<file path="config.mk">
export PLATFORM = sky130hd
export DESIGN_NAME = stream_reduce
export DESIGN_NICKNAME = d
export VERILOG_FILES = /design/src/rtl/stream_reduce_pkg.sv /design/src/rtl/stream_reduce_acc.sv /design/src/rtl/stream_reduce.sv
export SDC_FILE = /design/constraint.sdc
export NUM_CORES = 1
export LEC_CHECK = 0
export CAP_MARGIN = 20
export CORE_MARGIN = 1
export CORE_UTILIZATION = 45
export CTS_CLUSTER_SIZE = 12
export DETAILED_ROUTE_END_ITERATION = 6
export PLACE_DENSITY = 0.69
export SLEW_MARGIN = 20
export SYNTH_ARGS = -nofsm -noshare
export SYNTH_HDL_FRONTEND = slang
export SYNTH_SLANG_ARGS = --single-unit
</file>
<file path="constraint.sdc">
create_clock -name clk -period 4.6 [get_ports clk]
set_clock_uncertainty 0.2 [all_clocks]
set_input_delay 0.92 -clock clk [delete_from_list [all_inputs] [get_ports clk]]
set_output_delay 0.92 -clock clk [all_outputs]
set_load 0.005 [all_outputs]
</file>
<file path="src/rtl/stream_reduce_pkg.sv">
// Shared stream definitions for stream_reduce: flag bit positions and FSM states.
// Used by stream_reduce and stream_reduce_acc.
package stream_reduce_pkg;

  // Master flag vector layout: {again, first, last, vld}
  localparam int MF_AGAIN = 3;
  localparam int MF_FIRST = 2;
  localparam int MF_LAST  = 1;
  localparam int MF_VLD   = 0;

  // Slave flag vector layout: {abt, bsy}
  localparam int SF_ABT = 1;
  localparam int SF_BSY = 0;

  // Reducer states: waiting for a packet start, or summing a group
  typedef enum logic [0:0] {
    ST_IDLE = 1'b0,
    ST_ACC  = 1'b1
  } state_t;

endpackage

</file>
<file path="src/rtl/stream_reduce_acc.sv">
// Group accumulator for stream_reduce: running sum, beat counter, group size and
// close detection. o_sum / o_close describe the beat presented this cycle, so the
// top can load the output register in the same cycle the closing beat is accepted.
// With STREAM_REDUCE_SAT_EN defined the sum saturates at all-ones of WO bits.
module stream_reduce_acc
  import stream_reduce_pkg::*;
#(
  parameter int W    = 32,
  parameter int NMAX = 16,
  parameter int CW   = 5,
  parameter int WO   = 36
) (
  input  logic          clk,
  input  logic          rst_n,
  input  logic          i_clear,
  input  logic          i_start,
  input  logic          i_cont,
  input  logic          i_last,
  input  logic [W-1:0]  i_d,
  input  logic [CW-1:0] i_n,
  output logic [WO-1:0] o_sum,
  output logic          o_close
);

  logic [WO-1:0] r_acc;
  logic [CW-1:0] r_cnt;
  logic [CW-1:0] r_ng;

  logic          w_step;
  logic [CW-1:0] w_n_eff;
  logic [WO-1:0] w_base;
  logic [CW-1:0] w_base_cnt;
  logic [CW-1:0] w_ng;
  logic [CW-1:0] w_cnt;
  logic [WO:0]   w_wide;

  // Next sum/count for the presented beat; a start beat begins from an empty group
  always_comb begin
    w_n_eff = i_n;
    if (i_n == '0) begin
      w_n_eff = CW'(1);
    end else if (i_n > CW'(NMAX)) begin
      // Groups larger than NMAX could overflow the widened sum, so clamp them
      w_n_eff = CW'(NMAX);
    end
    w_step     = i_start | i_cont;
    w_base     = i_start ? '0 : r_acc;
    w_base_cnt = i_start ? '0 : r_cnt;
    w_ng       = i_start ? w_n_eff : r_ng;
    w_wide     = {1'b0, w_base} + {{(WO + 1 - W){1'b0}}, i_d};
`ifdef STREAM_REDUCE_SAT_EN
    // Carry out means the true sum no longer fits; pin it at the maximum
    o_sum      = w_wide[WO] ? {WO{1'b1}} : w_wide[WO-1:0];
`else
    o_sum      = w_wide[WO-1:0];
`endif
    w_cnt      = w_base_cnt + CW'(1);
    o_close    = w_step & ((w_cnt == w_ng) | i_last);
  end

  // Group state: cleared on abort or close, otherwise updated per accepted beat
  always_ff @(posedge clk or negedge rst_n) begin
    if (!rst_n) begin
      r_acc <= '0;
      r_cnt <= '0;
      r_ng  <= CW'(1);
    end else if (i_clear) begin
      r_acc <= '0;
      r_cnt <= '0;
    end else if (w_step) begin
      if (i_start) begin
        r_ng <= w_n_eff;
      end
      if (o_close) begin
        r_acc <= '0;
        r_cnt <= '0;
      end else begin
        r_acc <= o_sum;
        r_cnt <= w_cnt;
      end
    end
  end

endmodule

</file>
<file path="src/rtl/stream_reduce.sv">
// stream_reduce: collapses each run of N beats of a packet into one beat carrying
// their sum, moving first/last framing to the first/last output beat.
// Handshake: a beat moves across an interface in a cycle where its vld=1 and the
// receiver's bsy=0; the upstream bsy is cd_vld & dc_bsy (the only combinational
// path), abt is passed straight upstream and flushes all state one cycle later.
// Optional feature macro: STREAM_REDUCE_SAT_EN (saturating W-bit sum instead of
// the widened W+$clog2(NMAX)-bit sum).
module stream_reduce
  import stream_reduce_pkg::*;
#(
  parameter  int W    = 32,
  parameter  int NMAX = 16,
  localparam int CW   = $clog2(NMAX + 1),
`ifdef STREAM_REDUCE_SAT_EN
  localparam int WO   = W
`else
  localparam int WO   = W + $clog2(NMAX)
`endif
) (
  input  logic          clk,
  input  logic          rst_n,
  input  logic [CW-1:0] N,
  input  logic [W-1:0]  uc_d0,
  input  logic [3:0]    uc_mflags,
  output logic [1:0]    cu_sflags,
  output logic [WO-1:0] cd_d0,
  output logic [3:0]    cd_mflags,
  input  logic [1:0]    dc_sflags,
  output state_t        o_dbg_state
);

  state_t        r_state;
  logic          r_grp_first;
  logic [WO-1:0] r_d0;
  logic          r_vld;
  logic          r_first;
  logic          r_last;
  logic          r_again;

  logic          w_uc_vld;
  logic          w_uc_first;
  logic          w_uc_last;
  logic          w_unused_again;
  logic          w_dc_bsy;
  logic          w_dc_abt;
  logic          w_cu_bsy;
  logic          w_take;
  logic          w_start;
  logic          w_cont;
  logic          w_drain;
  logic [WO-1:0] w_sum;
  logic          w_close;

  // Flag unpacking and handshake decode
  always_comb begin
    w_uc_vld       = uc_mflags[MF_VLD];
    w_uc_first     = uc_mflags[MF_FIRST];
    w_uc_last      = uc_mflags[MF_LAST];
    w_unused_again = uc_mflags[MF_AGAIN];
    w_dc_bsy       = dc_sflags[SF_BSY];
    w_dc_abt       = dc_sflags[SF_ABT];
    w_cu_bsy       = r_vld & w_dc_bsy;
    // Beats accepted during an abort are discarded, so they never reach the group
    w_take         = w_uc_vld & ~w_cu_bsy & ~w_dc_abt;
    // A first beat always (re)starts a packet, abandoning any partial group
    w_start        = w_take & w_uc_first;
    w_cont         = w_take & ~w_uc_first & (r_state == ST_ACC);
    w_drain        = r_vld & ~w_dc_bsy;
  end

  stream_reduce_acc #(
    .W    (W),
    .NMAX (NMAX),
    .CW   (CW),
    .WO   (WO)
  ) u_acc (
    .clk     (clk),
    .rst_n   (rst_n),
    .i_clear (w_dc_abt),
    .i_start (w_start),
    .i_cont  (w_cont),
    .i_last  (w_uc_last),
    .i_d     (uc_d0),
    .i_n     (N),
    .o_sum   (w_sum),
    .o_close (w_close)
  );

  // Packet FSM and single-entry output register (load and drain may coincide)
  always_ff @(posedge clk or negedge rst_n) begin
    if (!rst_n) begin
      r_state     <= ST_IDLE;
      r_grp_first <= 1'b0;
      r_d0        <= '0;
      r_vld       <= 1'b0;
      r_first     <= 1'b0;
      r_last      <= 1'b0;
      r_again     <= 1'b0;
    end else if (w_dc_abt) begin
      r_state     <= ST_IDLE;
      r_grp_first <= 1'b0;
      r_vld       <= 1'b0;
      r_again     <= 1'b0;
    end else begin
      r_again <= r_vld & w_dc_bsy;
      if (w_close) begin
        r_d0        <= w_sum;
        r_vld       <= 1'b1;
        r_first     <= w_start | r_grp_first;
        r_last      <= w_uc_last;
        r_grp_first <= 1'b0;
        r_state     <= w_uc_last ? ST_IDLE : ST_ACC;
      end else begin
        if (w_drain) begin
          r_vld <= 1'b0;
        end
        if (w_start) begin
          r_grp_first <= 1'b1;
          r_state     <= ST_ACC;
        end
      end
    end
  end

  // Flag packing toward both neighbours
  always_comb begin
    cu_sflags           = '0;
    cu_sflags[SF_ABT]   = w_dc_abt;
    cu_sflags[SF_BSY]   = w_cu_bsy;
    cd_mflags           = '0;
    cd_mflags[MF_AGAIN] = r_again;
    cd_mflags[MF_FIRST] = r_first;
    cd_mflags[MF_LAST]  = r_last;
    cd_mflags[MF_VLD]   = r_vld;
    cd_d0               = r_d0;
    o_dbg_state         = r_state;
  end

endmodule

</file>
# Word level (Yosys, flattened, before mapping)
# Index checks and enable logic that the tools add are counted.
# Widths: inputs -> output; s select.
[totals]
regBits = 88
out_inout_bits = 43
in_bits = 45
word_cells = 56
[op_classes]
n_reduce_logical = 6
add_sub_neg = 2
n_mux = 21
magnitude_cmp = 1
bitwise = 15
n_eq_ne = 1
[ops]
columns = ["cell", "count"]
rows = [
  ["$mux 36", 4],
  ["$add 36x32->36", 1],
  ["$mux 5", 7],
  ["$mux 1", 10],
  ["$and 1x1->1", 8],
  ["$reduce_bool 3->1", 2],
  ["$add 5x1->5 const B", 1],
  ["$eq 5x5->1", 1],
  ["$gt 5x5->1 const B", 1],
  ["$logic_not 5->1", 1],
  ["$not 1->1", 4],
  ["$reduce_and 2->1", 2],
  ["$or 1x1->1", 3],
  ["$reduce_bool 2->1", 1],
]

# Depth between registers and ports, before layout
# Gate-level depths: netlist (run 1).
[depth]
word_depth = 13
depth_mapped = 16
depth_no_buf = 14

# By module
# A second synthesis (run 1) with hierarchy kept.
[hier_totals]
hier_cells = 601
hier_area_um2 = 5839.4
[by_module_without_submodules]
columns = ["module", "cells_per_inst", "area_each_um2", "instances", "seq_area_each_um2"]
rows = [
  ["stream_reduce_acc", 498, 4181.5, 1, 1152.4],
  ["stream_reduce", 103, 1657.8, 1, 1051.0],
]

# Least setup slack after synthesis (run 1)
# No wires, ideal clock.
[synth_timing]
kind = "input to register"
startpoint = "input port uc_mflags[0]"
endpoint = "register r_d0[30], in the netlist cd_d0[30]"
setup_slack_ns = 0.474
stages = 16
arrival_time_ns = 3.802
cell_sequence = "nor2b_1 nand3_1 clkbuf_1 clkbuf_1 and2_1 ha_1 inv_1 fa_1 nor2b_1 o2111a_1 o31ai_4 o221ai_2 a211oi_1 o31ai_1 xor2_1 mux2_2"
[synth_via]
elab_chain_cells = 9
[synth_lines]
columns = ["element", "line", "text"]
rows = [
  ["start: declaration", "stream_reduce.sv:24", "input logic [3:0] uc_mflags,"],
  ["$and 1x1->1 * (2 in series)", "stream_reduce.sv:64", "w_take = w_uc_vld & ~w_cu_bsy & ~w_dc_abt;"],
  ["$and 1x1->1", "stream_reduce.sv:66", "w_start = w_take & w_uc_first;"],
  ["$mux 5", "stream_reduce_acc.sv:48", "w_base_cnt = i_start ? '0 : r_cnt;"],
  ["$add 5x1->5", "stream_reduce_acc.sv:57", "w_cnt = w_base_cnt + CW'(1);"],
  ["$eq 5x5->1", "stream_reduce_acc.sv:58", "o_close = w_step & ((w_cnt == w_ng) | i_last);"],
  ["$or 1x1->1", "stream_reduce_acc.sv:58", ""],
  ["$and 1x1->1", "stream_reduce_acc.sv:58", ""],
  ["$reduce_and 2->1 (no line)", "n/a", ""],
  ["end signal: assignment", "stream_reduce.sv:107", "r_d0 <= w_sum;"],
  ["end: declaration", "stream_reduce.sv:34", "logic [WO-1:0] r_d0;"],
]
# Mark *: on every way between the ends. The rest lies on a longest branch, timed or not.
# A chain may end at the register's enable or synchronous reset.

# Final worst setup path (run 1)
[layout_timing]
startpoint = "input port uc_mflags[0]"
endpoint = "register r_d0[26], in the netlist cd_d0[26]"
# The elaborated chain is that of the path after synthesis.

==> results of run 1 <==
[worst max path at each step]
stage                  from  slack [ns]         to
5_1_grt        uc_mflags[0]       0.009  cd_d0[26]
4_1_cts        uc_mflags[0]        0.32  cd_d0[26]
3_3_place_gp   uc_mflags[0]       0.004  cd_d0[26]
6_report       uc_mflags[0]        0.25  cd_d0[26]
2_1_floorplan  uc_mflags[0]        0.47  cd_d0[30]
3_5_place_dp   uc_mflags[0]       -0.05  cd_d0[26]
[metal layers]
layer / global-route usage / share of wire / vias to the layer above
met1: 0.276 / 0.46 / 2361
met4: 0.0961 / 0.020 / 0
met3: 0.0395 / 0.036 / 20
li1: - / - / 2370
met5: 0 / 0 / -
met2: 0.385 / 0.48 / 107
[where the power goes]
group | leakage (nW) | internal [mW] | switching (mW) | total [mW]
registers | 1.14 | 0.916 | 0.0712 | 0.987
clock network | 0.148 | 0.478 | 0.301 | 0.779
logic | 2.02 | 0.433 | 0.306 | 0.739
[metrics by stage]
step | cells | util
final | 879 | 0.592
after floorplan | 604 | -
after CTS | 879 | 0.592
after global placement | 863 | 0.566
after global routing | 879 | 0.592
after detailed placement | 863 | 0.566
[logic make-up (layout without fill, tap and decap cells)]
logic type,Yosys count,count (layout)
xor gates and xnor gates,37,37
and+or+nand+nor,212,212
adders and majority gates,34,34
AOI/OAI and AO/OA,167,167
muxes,22,22
DFF,88,88
buffers and inverters,44,151
[flip-flops by register name, summed over array words and instances, names as in the netlist]
signal       flops
cd_d0           36
u_acc.r_acc     36
u_acc.r_cnt      5
u_acc.r_ng       5
o_dbg_state      1
r_again          1
r_first          1
r_grp_first      1
r_last           1
r_vld            1
[final cells by class]
type | count | share of cell area
clock buffer | 13 | 0.0333
clock inverter | 3 | 0.00953
inverter | 13 | 0.00675
multi-input combinational | 472 | 0.458
sequential | 88 | 0.305
tap | 168 | 0.0291
timing repair buffer | 122 | 0.158
[worst reg2reg max path, cell delays in order, from the launching register on]
cell and delay, ns:
dfrtp_1 0.37, nand2_1 0.09, nand3_1 0.13, buf_12 0.19, and2_1 0.17, ha_1 0.20, inv_1 0.07, fa_1 0.18
nor2b_1 0.06, o2111a_1 0.29, o31ai_1 0.40, a21oi_1 0.22, nor3_1 0.29, o21ai_0 0.15, xor2_1 0.18, mux2_2 0.27
[cell usage in the layout, fill, tap and decap left out, drive strengths merged, types with 9 or more instances in the layout]
master,netlist,layout
nand2,85,85
a31oi,9,9
clkdlybuf4s50,0,85
xnor2,22,22
buf,19,37
clkbuf,12,13
and2,37,37
nand3,13,13
a22o,31,31
ha,33,33
inv,13,13
o21ai,34,34
a21oi,45,45
mux2,22,22
nor2,29,29
xor2,15,15
nor3,12,12
dfrtp,87,87
==> results.tsv, run 1 <==
metric	value	unit
grt ovf	0	
FF+latch area	2200	um^2
mux share of post-synthesis cell area	0.0445	
initial antenna violation count	0	
largest delay contributor family on the critical path	compound AO/OA/AOI/OAI gates	
Pre-antenna DRT Iters	4	
area of the multi-input gates	3310	um^2
Tcrit/Tclk final	0.945	
Final setup violation count	0	
Synth Warn #	0	
Max Buffers Root-to-Sink	2	
cts repair resizes	0	
DPL Wire Length	10100	um
max-slew violations	0	
unrepaired setup endpoints after global routing	false	
total of max-cap violations	0	
cells along the critical path	clkdlybuf4s50_1, nor2b_1, nand3_1, buf_12, and2_1, ha_1, inv_1, fa_1, nor2b_1, o2111a_1, o31ai_1, a21oi_1, nor3_1, o21ai_0, xor2_1, mux2_2	
CTS root buffer	clkbuf_16	
Buf+Inv Stages, Crit Path	3	
Pleak	3.31	nW
main flop type after synthesis	dfrtp_1	
H-tree depth	3	
# IOs	88	
first-pass GRT wire length	23000	um
pre-CTS setup slack	-0.0462	ns
nets@finish	785	
Crit. End Element	flip-flop	
Pwr Total	2.50	mW
Async S/R FF share, synth	1.00	
setup TNS	0	ns
number of fill cells in the layout	1123	
GRT Util Overall	0.224	
Adder-Cell Fraction of Synth Area	0.0754	
Die Span Y	115	um
RR Startpoint	r_vld	
Initial Utilization	0.470	
worst slew pin tran	0.791	ns
Area growth, synth to finish	25.9	%
Hold Slack	0.267	ns
Worst slew margin	0.473	
Crit Reg-Reg Endpoint	cd_d0[26]	
Required @ worst endpoint	4.64	ns
Die X	115	um
area share of the largest cell type after synthesis	0.379	
synthesized area	5740	um^2
Slowest cell on crit path	clkdlybuf4s50_1	
Antenna Violating Nets Remaining	0	
Placed Area	6920	um^2
Setup crit start kind	input pin	
Distinct cells, synth	66	
initial drt markers	276	
routed vias/inst	5.53	
Finished Cell Area	7220	um^2
vias in the first global route	4963	
Compound-Gate Fraction of Synth Area	0.216	
VDD IR max	0.229	mV
crit path DAT	4.39	ns
clk sinks	88	
layout cells sized above 1	0.141	
postcts setup bufs	0	
Post-Syn Instances	604	
endpoints failing hold	0	
Ant. Diodes	0	
std cell rows	40	
most frequent cells after synthesis	dfrtp_1, nand2_1, a21oi_1	
die footprint	13200	um^2
CP max stage delay	0.45	ns
vias	4858	
Port Buf Inserts	86	
Clk Latency, worst-skew pair	0.35	ns
Hold Startpoint	cd_d0[16]	
Worst R2R Path Depth	15	
crit path max fanout	29	
hold path endpoint	cd_d0[16]	
Hold/Removal Path Class	reg2reg	
synth top area cells	dfrtp_1, ha_1, nand2_1, a22o_1, and2_1	
Reg2Reg Setup Slack	1.03	ns
final WL	13700	um
Crit path depth	16	
area leader, netlist	dfrtp_1	
DR DRC count	0	
status	finished, final reports clean	
Post-synth EDFFs	0	
critical path type	in2reg	
Tmin final	4.35	ns
sequential-to-total area share from yosys stat	0.384	
hold depth	2	
Yosys reg bits	88	
hold_buf cts	0	
worst setup margin	0.253	ns
syn nets	683	
DR WL/cell	15.6	um
core box area	12200	um^2
P per Cell Area	347	nW/um^2
largest family of logic cells by synthesized area	compound AO/OA/AOI/OAI gates	
post-synthesis simple-gate area fraction	0.183	
Avg Synthesized Cell Area	9.50	um^2
total CTS buffers	9	
CTS tree	built	
Fmax achieved	230	MHz
Placer Congestion	0.940	
count leader, synth	dfrtp_1	
Worst-path clk slew	0.06	ns
largest net degree at the start of global routing	62	
Post-Synth XOR/XNOR Area	0.0565	
Top cell by count, worst path	nor2b_1	
(Power assumes the default switching activity.)
==> run 2: changes to the inputs <==
Settings changed: ABC_AREA set to 1, PLACE_DENSITY 0.69 to 0.67.
==> results.tsv, run 2 <==
metric	value	unit
status	finished, final reports clean	
Tmin final	3.78	ns
sequential-to-total area share from yosys stat	0.334	
most common cell after layout, fill and taps aside	nand2_1	
Final setup violation count	0	
total CTS buffers	9	
H-tree depth	3	
Placer Congestion	0.918	
Die Span Y	123	um
vias	6376	
vias in the first global route	5726	
P per Cell Area	316	nW/um^2
Pwr Total	2.51	mW
most frequent cells after synthesis	nand2_1, inv_1, dfrtp_1	
total of max-cap violations	0	
unrepaired setup endpoints after global routing	false	
Post-Syn Instances	1042	
Finished Cell Area	7920	um^2
Yosys reg bits	88	
Max Buffers Root-to-Sink	2	
Die X	123	um
Required @ worst endpoint	4.65	ns
most frequent cells in the layout	nand2_1, inv_1, dfrtp_1	
initial drt markers	541	
DPL Wire Length	13100	um
Async S/R FF share, synth	1.00	
die footprint	15100	um^2
area leader, netlist	dfrtp_1	
Placed Area	7610	um^2
first-pass GRT wire length	28300	um
cts repair resizes	0	
count leader, synth	nand2_1	
main flop type after synthesis	dfrtp_1	
Fmax achieved	265	MHz
final WL	17300	um
setup TNS	0	ns
Tcrit/Tclk final	0.821	
Antenna Violating Nets Remaining	0	
GRT Util Overall	0.245	
clk sinks	88	
Ant. Diodes	0	
Distinct cells, synth	34	
Hold Slack	0.277	ns
Hold/Removal Path Class	reg2reg	
CTS tree	built	
Avg Synthesized Cell Area	6.32	um^2
area share of the largest cell type after synthesis	0.330	
hold_buf cts	0	
postcts setup bufs	0	
Pleak	4.79	nW
Port Buf Inserts	86	
max-slew violations	0	
pre-CTS setup slack	0.463	ns
largest net degree at the start of global routing	77	
syn nets	1121	
post-layout util	0.562	
Clk Latency, worst-skew pair	0.36	ns
crit path DAT	3.83	ns
synthesized area	6590	um^2
Area growth, synth to finish	20.2	%
layout cells sized above 1	0.0364	
number of placed cells counting well taps	1290	
endpoints failing hold	0	
Initial Utilization	0.467	
Crit. End Element	flip-flop	
worst setup margin	0.823	ns
synth top area cells	dfrtp_1, nand2_1, inv_1, nand3_1, ha_1	
critical path type	in2reg	
core box area	14100	um^2
Synth Warn #	0	
Worst slew margin	0.342	
Setup crit start kind	input pin	
Worst-path clk slew	0.07	ns
CTS root buffer	clkbuf_16	
Non-Filler Instances	1306	
VDD IR max	0.177	mV
Post-synth EDFFs	0	
worst slew pin tran	0.987	ns
routed vias/inst	4.88	
grt ovf	0	
Pre-antenna DRT Iters	5	
DR WL/cell	13.2	um
# IOs	88	
DR DRC count	0	
nets@finish	1200	
initial antenna violation count	0	
crit path max fanout	4	
std cell rows	43	
==> run 2: changes by cell type after synthesis, moves of 6 or more <==
cell / before / now
nand4_1: 7 / 15
nand2_1: 83 / 436
nand3_1: 12 / 86
and2_1: 37 / 3
xnor2_1: 22 / 6
a21o_1: 7 / 1
a22o_1: 31 / 0
o21a_1: 8 / 0
a31oi_1: 7 / 0
inv_1: 13 / 187
nor2_1: 29 / 47
a21oi_1: 39 / 25
mux2_2: 18 / 0
==> run 2: critical path: stages <==
cell,delay [ns]
clkdlybuf4s50_1,0.55
inv_1,0.12
nand4_4,0.11
nand2_1,0.06
inv_1,0.05
ha_1,0.19
inv_1,0.07
fa_1,0.39
inv_1,0.10
nand3_1,0.07
nand3_1,0.13
nand2_1,0.06
nand2_1,0.13
nand2_1,0.07
nand2_1,0.18
a21oi_1,0.11
xor2_1,0.32
inv_1,0.09
nand2_1,0.07
nand2_1,0.04
==> run 2: final timing paths <==
check,from,end,slack [ns],cells after the start
max reg2reg,r_vld,cd_d0[20],1.58,17
min in group asynchronous,rst_n,u_acc.r_acc[13],0.52,1
max,dc_sflags[1],cd_d0[18],0.82,20
min reg2reg,r_last,r_last,0.28,2
max in group asynchronous,rst_n,u_acc.r_ng[0],2.81,2
min,r_last,r_last,0.28,2
==> run 2: layer usage <==
metal | part of all wire | GRT usage
met1 | 0.51 | 0.364
met2 | 0.42 | 0.364
met3 | 0.056 | 0.0304
met4 | 0.016 | 0.0858
met5 | 0 | 0
==> run 2: power breakdown <==
part	total, mW	switching [mW]	internal (mW)	leakage [nW]
sequential	0.981	0.0720	0.909	1.16
combinational	0.751	0.369	0.382	3.47
clock	0.775	0.323	0.452	0.153
==> run 2: layout make-up <==
type / instances / area [um^2]
Sequential cell: 88 / 2200
Inverter: 188 / 706
Timing Repair Buffer: 100 / 976
Multi-Input combinational cell: 734 / 3500
Clock inverter: 4 / 52.6
Clock buffer: 12 / 256
Tap cell: 180 / 225
Fill cell: 1438 / 6180
==> run 2: logic make-up (layout without fill, tap and decap cells) <==
group,after synthesis,in the layout,synth area share
and+or+nand+nor,610,610,0.382
buffers and inverters,220,304,0.135
DFF,88,88,0.334
AOI/OAI and AO/OA,69,69,0.0551
adders and majority gates,34,34,0.0657
xor gates and xnor gates,21,21,0.0279
